`src/rtl/uart_rx.sv`:
```
// uart_rx: 8N1 UART receiver with a one-entry valid/ack holding register,
// framing-error pulse, sticky overrun flag and sub-half-bit start glitch rejection.
module uart_rx #(
   parameter int CLK_FREQ = 50_000_000,
   parameter int UART_BPS = 115200
) (
   input  logic       clk,
   input  logic       rst_n,
   input  logic       uart_rxd,
   output logic [7:0] data,
   output logic       valid,
   input  logic       ack,
   output logic       busy,
   output logic       frame_err,
   output logic       overrun
);
   localparam int BAUD_CNT = CLK_FREQ / UART_BPS;
   localparam int HALF     = BAUD_CNT / 2;
   localparam int CW       = $clog2(BAUD_CNT);

   typedef enum logic [2:0] {IDLE, START, DATA, STOP, WAIT_IDLE} state_t;

   state_t          state, state_nx;
   logic            rx_m, rx_s;
   logic [CW-1:0]   cnt;
   logic [2:0]      bit_idx;
   logic [7:0]      shift;
   logic            tick_half, tick_full, sample, load, bad_stop;

   assign tick_half = cnt == CW'(HALF - 1);
   assign tick_full = cnt == CW'(BAUD_CNT - 1);

   always_ff @(posedge clk)
      if (!rst_n) begin
         rx_m  <= 1'b1;
         rx_s  <= 1'b1;
         state <= IDLE;
         cnt   <= '0;
      end else begin
         rx_m  <= uart_rxd;
         rx_s  <= rx_m;
         state <= state_nx;
         cnt   <= (state_nx != state || state == IDLE || state == WAIT_IDLE || tick_full) ? '0 : cnt + CW'(1);
      end

   always_comb begin
      state_nx = state;
      case (state)
         IDLE:      if (!rx_s) state_nx = START;
         START:     if (tick_half) state_nx = rx_s ? IDLE : DATA;
         DATA:      if (tick_full && bit_idx == 3'd7) state_nx = STOP;
         STOP:      if (tick_full) state_nx = rx_s ? IDLE : WAIT_IDLE;
         WAIT_IDLE: if (rx_s) state_nx = IDLE;
         default:   state_nx = IDLE;
      endcase
   end

   always_comb begin
      sample   = state == DATA && tick_full;
      load     = state == STOP && tick_full && rx_s;
      bad_stop = state == STOP && tick_full && !rx_s;
   end

   // A load coinciding with an accepted ack replaces the byte without flagging overrun.
   always_ff @(posedge clk)
      if (!rst_n) begin
         bit_idx   <= '0;
         shift     <= '0;
         data      <= '0;
         valid     <= 1'b0;
         overrun   <= 1'b0;
         frame_err <= 1'b0;
         busy      <= 1'b0;
      end else begin
         bit_idx   <= state != DATA ? 3'd0 : sample ? bit_idx + 3'd1 : bit_idx;
         if (sample) shift <= {rx_s, shift[7:1]};
         if (load) data <= shift;
         valid     <= load | (valid & ~ack);
         overrun   <= (load & valid & ~ack) ? 1'b1 : (valid & ack) ? 1'b0 : overrun;
         frame_err <= bad_stop;
         busy      <= state_nx != IDLE;
      end
endmodule
```
`config.mk`:
```
export PLATFORM = sky130hd
export DESIGN_NAME = uart_rx
export DESIGN_NICKNAME = d
export VERILOG_FILES = /design/src/rtl/uart_rx.sv
export SDC_FILE = /design/constraint.sdc
export NUM_CORES = 1
export LEC_CHECK = 0
export ABC_AREA = 1
export ABC_CLOCK_PERIOD_IN_PS = 4200
export BUFFER_PORTS_ARGS = -buffer_cell sky130_fd_sc_hd__buf_4
export CELL_PAD_IN_SITES_DETAIL_PLACEMENT = 1
export CELL_PAD_IN_SITES_GLOBAL_PLACEMENT = 1
export CORE_MARGIN = 4
export CORE_UTILIZATION = 25
export DETAILED_ROUTE_END_ITERATION = 10
export PLACE_DENSITY_LB_ADDON = 0.1
export SETUP_SLACK_MARGIN = 0.5
export SLEW_MARGIN = 30
export SYNTH_ARGS = -nofsm -noshare
export SYNTH_HDL_FRONTEND = slang
export SYNTH_SLANG_ARGS = --single-unit
```
`constraint.sdc`:
```
create_clock -name clk -period 4.2 [get_ports clk]
set_clock_uncertainty 0.05 [all_clocks]
set_input_delay 0.63 -clock clk [delete_from_list [all_inputs] [get_ports clk]]
set_output_delay 0.63 -clock clk [all_outputs]
set_load 0.1 [all_outputs]
```
* Word-level counts from Yosys, hierarchy flattened
Index checks and enable logic that the tools add are counted.
Storage, ports and cells: bits of input ports 4, logic and storage cells 53, bits in read-only memories 0, bits in latches 0, memories 0, RAM bits 0, bits in registers 37
Operators by class: mux-type cells 10, multiply operators 0, shift-type cells 0, divide/modulo/power cells 0, equality and inequality tests 9, magnitude comparators 0, add/sub/neg operators 2, reduce and logical (&&, ||, !) cells 14, bitwise operators 7
Operator list (number):
- $mux 3 | 6
- $pmux 3 s5 | 1
- $add 9x1->9 const B | 1
- $eq 9x8->1 const B | 1
- $eq 9x9->1 const B | 1
- $eq 3x2->1 const B | 2
- $eq 3x3->1 const B | 2
- $logic_and 1x1->1 | 5
- $and 1x1->1 | 4
- $reduce_or 2->1 | 2
- $add 3x1->3 const B | 1
- $eq 3x1->1 const B | 1
- $logic_not 3->1 | 1
- $logic_or 1x1->1 | 3
- $ne 3x2->1 const B | 1
- $ne 3x3->1 | 1
- $reduce_bool 3->1 | 1
- $mux 1 | 2
- $mux 2 | 1
- $not 1->1 | 2
- $reduce_bool 2->1 | 1
- $logic_not 1->1 | 1
- $or 1x1->1 | 1

* Longest topological paths before layout
word-level depth 9, mapped depth 12, mapped depth without buffers 12

* Worst setup path after synthesis
No wires, ideal clock.
path kind reg-to-output, start point register valid, end point output valid, setup slack 2.564 ns, path buffers 0, cell stages (with the launch flop) 1, data arrival time 0.956 ns, cells stage by stage dfxtp_1
RTL lines:
- start: declaration | line 11 | output logic valid,
- start signal: assignment | line 78 | valid <= load | (valid & ~ack);
No word-level cell between the ends.

* Worst setup path after layout
start point register cnt[0], end point register shift[4]
On the way: word-level cells in the longest chain between the ends 2
Ends and longest elaborated chain:
- start: declaration | line 25 | logic [CW-1:0] cnt;
- start signal: assignment | line 43 | cnt <= (state_nx != state || state == IDLE || state == WAIT_IDLE || tick_full) ? '0 : cnt + CW'(1);
- $eq 9x9->1 | line 31 | assign tick_full = cnt == CW'(BAUD_CNT - 1);
- $logic_and 1x1->1 | line 59 | sample = state == DATA && tick_full;
- end signal: assignment | line 76 | if (sample) shift <= {rx_s, shift[7:1]};
- end: declaration | line 27 | logic [7:0] shift;
Every way passes these cells. A chain may end at the register's enable or synchronous reset.

==> summary.md <==
The synthesized area divided by synthesized cell count was 8.097 um^2; the violation count after the first detailed-route iteration was 38. Once the clock tree was built, the resizer swapped 0 gates to a different size. The cell at the root of the clock tree was clkbuf_8.

The tools report the capturing point of the worst reg2reg path as shift[4]. Final-layout setup total negative slack: 0 ns. The largest net degree at the start of global routing is 16, and the highest clock rate is 549.9 MHz. The tools report the cts-stage hold buffer count as 0. Setup repair after global routing left no endpoint under its margin. The worst slew slack as a fraction of its limit is 68.86%. The worst-case vdd ir drop was 0.1562 mV; the pin slew with the least headroom to its limit was 0.4666 ns. For the top-level port count, the log shows 16. The number of enable flip-flop cells after synthesis works out to 0.

Start-to-end type of the worst setup path: reg -> reg. The most used flip-flop cell after synthesis is dfxtp_1. The final net count is 236. The register cell area after layout is 740.7 um^2.

By area the synthesized netlist is led by dfxtp_1, nand2_1, nor2_1. The total wirelength of the detailed-routed design was 3676 um; the total die area was 0.008114 mm^2. The worst reg-to-reg path cell count is 8. For the via count, the log shows 1,336. The tools report the endpoint of the worst hold path as rx_s. Area share of the leading cell type in the synthesized netlist: 43.98%. Summed over all nets, the half-perimeter wirelength after detailed placement is 2741 um. For the via count of the first global-routing pass, the log shows 1,340. The count of standard-cell rows is 29. The synthesized netlist contains 29 unique library cells. The multi-input gate area in the final layout was 835.8 um^2. The cell taking the most area after synthesis is dfxtp_1. The number of CTS-inserted buffers is 5, and the number of warnings printed during yosys synthesis is 0. The number of antenna diodes in the final layout is 0. Port buffering added 15 buffers. The hold path depth came out at 1. OpenSTA, run right after detailed placement, puts the worst setup slack at 2.373 ns.

The clock insertion delay at the later pin of the skew report is 0.29 ns, and the overall die height is 90.08 um. The launch point of the worst hold path was rx_m. The post-synthesis instance total was 208. The flow ran to the end, and the final reports show no timing, DRC or antenna violations.

The final count of hold timing violations was 0; the clock transition at the registers of the reported paths was 0.08 ns. In the routed design, unresolved DRC markers number 0. Counting instances in the post-synthesis netlist gives the leading cell types as nand2_1, dfxtp_1, nor2_1. In this run the worst path has a maximum fanout of 12.

TritonCTS built the clock tree. The data arrival time at the worst-slack endpoint came out at 1.95 ns. Dividing total power by cell area gives a power density of 321.1 mW/mm^2. Measured along the x axis, the die boundary spans 90.08 um. Endpoint class of the critical path: a flip-flop. The run gives 0 as the max-slew violation count.

The tools report the first element of the critical path as cnt[0]. The logs give 0.001684 mm^2 for the mapped cell area and 800 for the filler cell count in the final layout. The post-route worst setup slack was 2.381 ns; the final worst-path cycle share was 43.30%. Across every metal layer, demand over resource in global routing totals 9.951%. Most frequent cell after synthesis: nand2_1. Relative to the synthesized area, the layout overhead comes to 16.57%. The internal reg-to-reg setup slack was 2.38 ns; the wire length per cell was 12.05 um. The detail route stage leaves a number of antenna-violating nets equal to 0.

The tree built by TritonCTS fans out to 37 sinks. The first TritonRoute pass finished after 4 iterations. Once the clock tree was built, the setup fixing pass inserted 0 buffers. Max-cap violations in this run came to 0. In the synthesized netlist the async set-or-reset flop fraction comes to 0%. The class of the tightest hold or removal check is reg -> reg. The total area inside the core boundary comes to 0.006459 mm^2. For the buffer depth of the longest clock path, the log shows 2. In the final layout, the share of cells above drive strength 1 is 22.81%. The tools report the number of antenna violations at the first check in global routing as 0.

STA puts the critical path data required time at 4.34 ns. The analysis attributes to cell leakage a power of 0.7870 nW. The first global-routing pass estimated 6596 um of wire.

The congestion estimate from routability-driven global placement came to 0.6652. The number of storage elements in the synthesis netlist works out to 37. The total of endpoints with negative setup slack in the final report was 0; the minimum period implied by the final worst setup slack was 1.819 ns. The per-cell via count in the routed design is 4.380, and the starting density of the core is 26.08%. Origin of the critical flop-to-flop path: cnt[0]. For the deepest level of the CTS H-tree, the log shows 2.

The worst setup path is launched from a flip-flop. For this run the aggregate overflow at the end of global routing stands at 0. Sequential element share of the synthesized area: 43.98%.

The number of nets handed over by synthesis was 217.
## per-stage QoR
step                power (mW)  instances  util, %  hold WS [ns]  cell area [um^2]
floorplan               0.3823        208        -        0.3425              1684
global placement        0.3906        297    29.06        0.3492              1877
detailed placement      0.3903        297    29.06        0.3531              1877
CTS                     0.6440        305    30.40        0.3704              1963
global route            0.6609        305    30.40        0.3849              1963
finish                  0.6304        305    30.40        0.3650              1963
## cell families (layout without fill, tap and decap cells)
family / after synthesis / after routing / synth area share (%)
AO/OA/AOI/OAI: 26 / 26 / 9.213
adder cells (fa/ha/maj): 5 / 5 / 3.715
XOR/XNOR: 7 / 7 / 3.640
flip-flops: 37 / 37 / 43.98
buffers and inverters: 26 / 46 / 6.389
AND/OR/NAND/NOR: 107 / 107 / 33.06
## worst max-delay path, cell delays in order, from the launching register on
cell and delay (ns):
dfxtp_1 0.42, ha_1 0.21, nand2_1 0.09, nor2_4 0.11, nand3_4 0.12, nor2_2 0.37
inv_2 0.17, nor2_1 0.12, nor2_1 0.05
## report_power, final
part	internal [mW]	switching, mW	total [mW]
Sequential	0.353	0.00193	0.355
Clock	0.115	0.134	0.249
Combinational	0.00768	0.0192	0.0269
## worst max-delay path by stage
stage                     slack, ns  cells past startpoint       end
after detailed placement       2.37                      8  shift[1]
after CTS                      2.36                      8  shift[4]
after floorplan                2.56                      0     valid
after global routing           2.16                      8  shift[1]
after global placement         2.41                      8  shift[5]
final                          2.38                      8  shift[4]
## metal layers
metal  part of all wire (%)  global-route usage (%)  vias up  wire length [um]
met5                      0                       0        -                 0
met4                    2.0                   4.592        0                74
met3                    2.4                   2.588        8                87
met2                     43                   13.94       10              1564
met1                     53                   14.11      624              1949
li1                       -                       -      694                 -
## flip-flops by register name, indices dropped and copies added (netlist names)
| register | cells |
|---|---|
| cnt | 9 |
| overrun | 1 |
| state | 3 |
| rx_m | 1 |
| shift | 8 |
| valid | 1 |
| busy | 1 |
| rx_s | 1 |
| frame_err | 1 |
| bit_idx | 3 |
| data | 8 |
## layout make-up
type                       count  area share, %
clock buffer                   5          3.505
clock inverter                 3         0.8923
inverter                      23          4.653
multi-input combinational    145          42.57
sequential                    37          37.73
tap                           77          4.908
timing repair buffer          15          5.736
## layout by cell type (no fill, tap or decap), drive strengths merged, types with 3 or more instances in the layout
master	synthesis	layout
nand3	8	8
a21oi	13	13
o21ai	12	12
nor3	12	12
or2	3	3
nor2	41	41
dfxtp	37	37
ha	5	5
buf	3	15
xnor2	3	3
xor2	4	4
clkinv	1	3
nand2	42	42
clkbuf	0	5
inv	22	22
(Power assumes the default switching activity.)
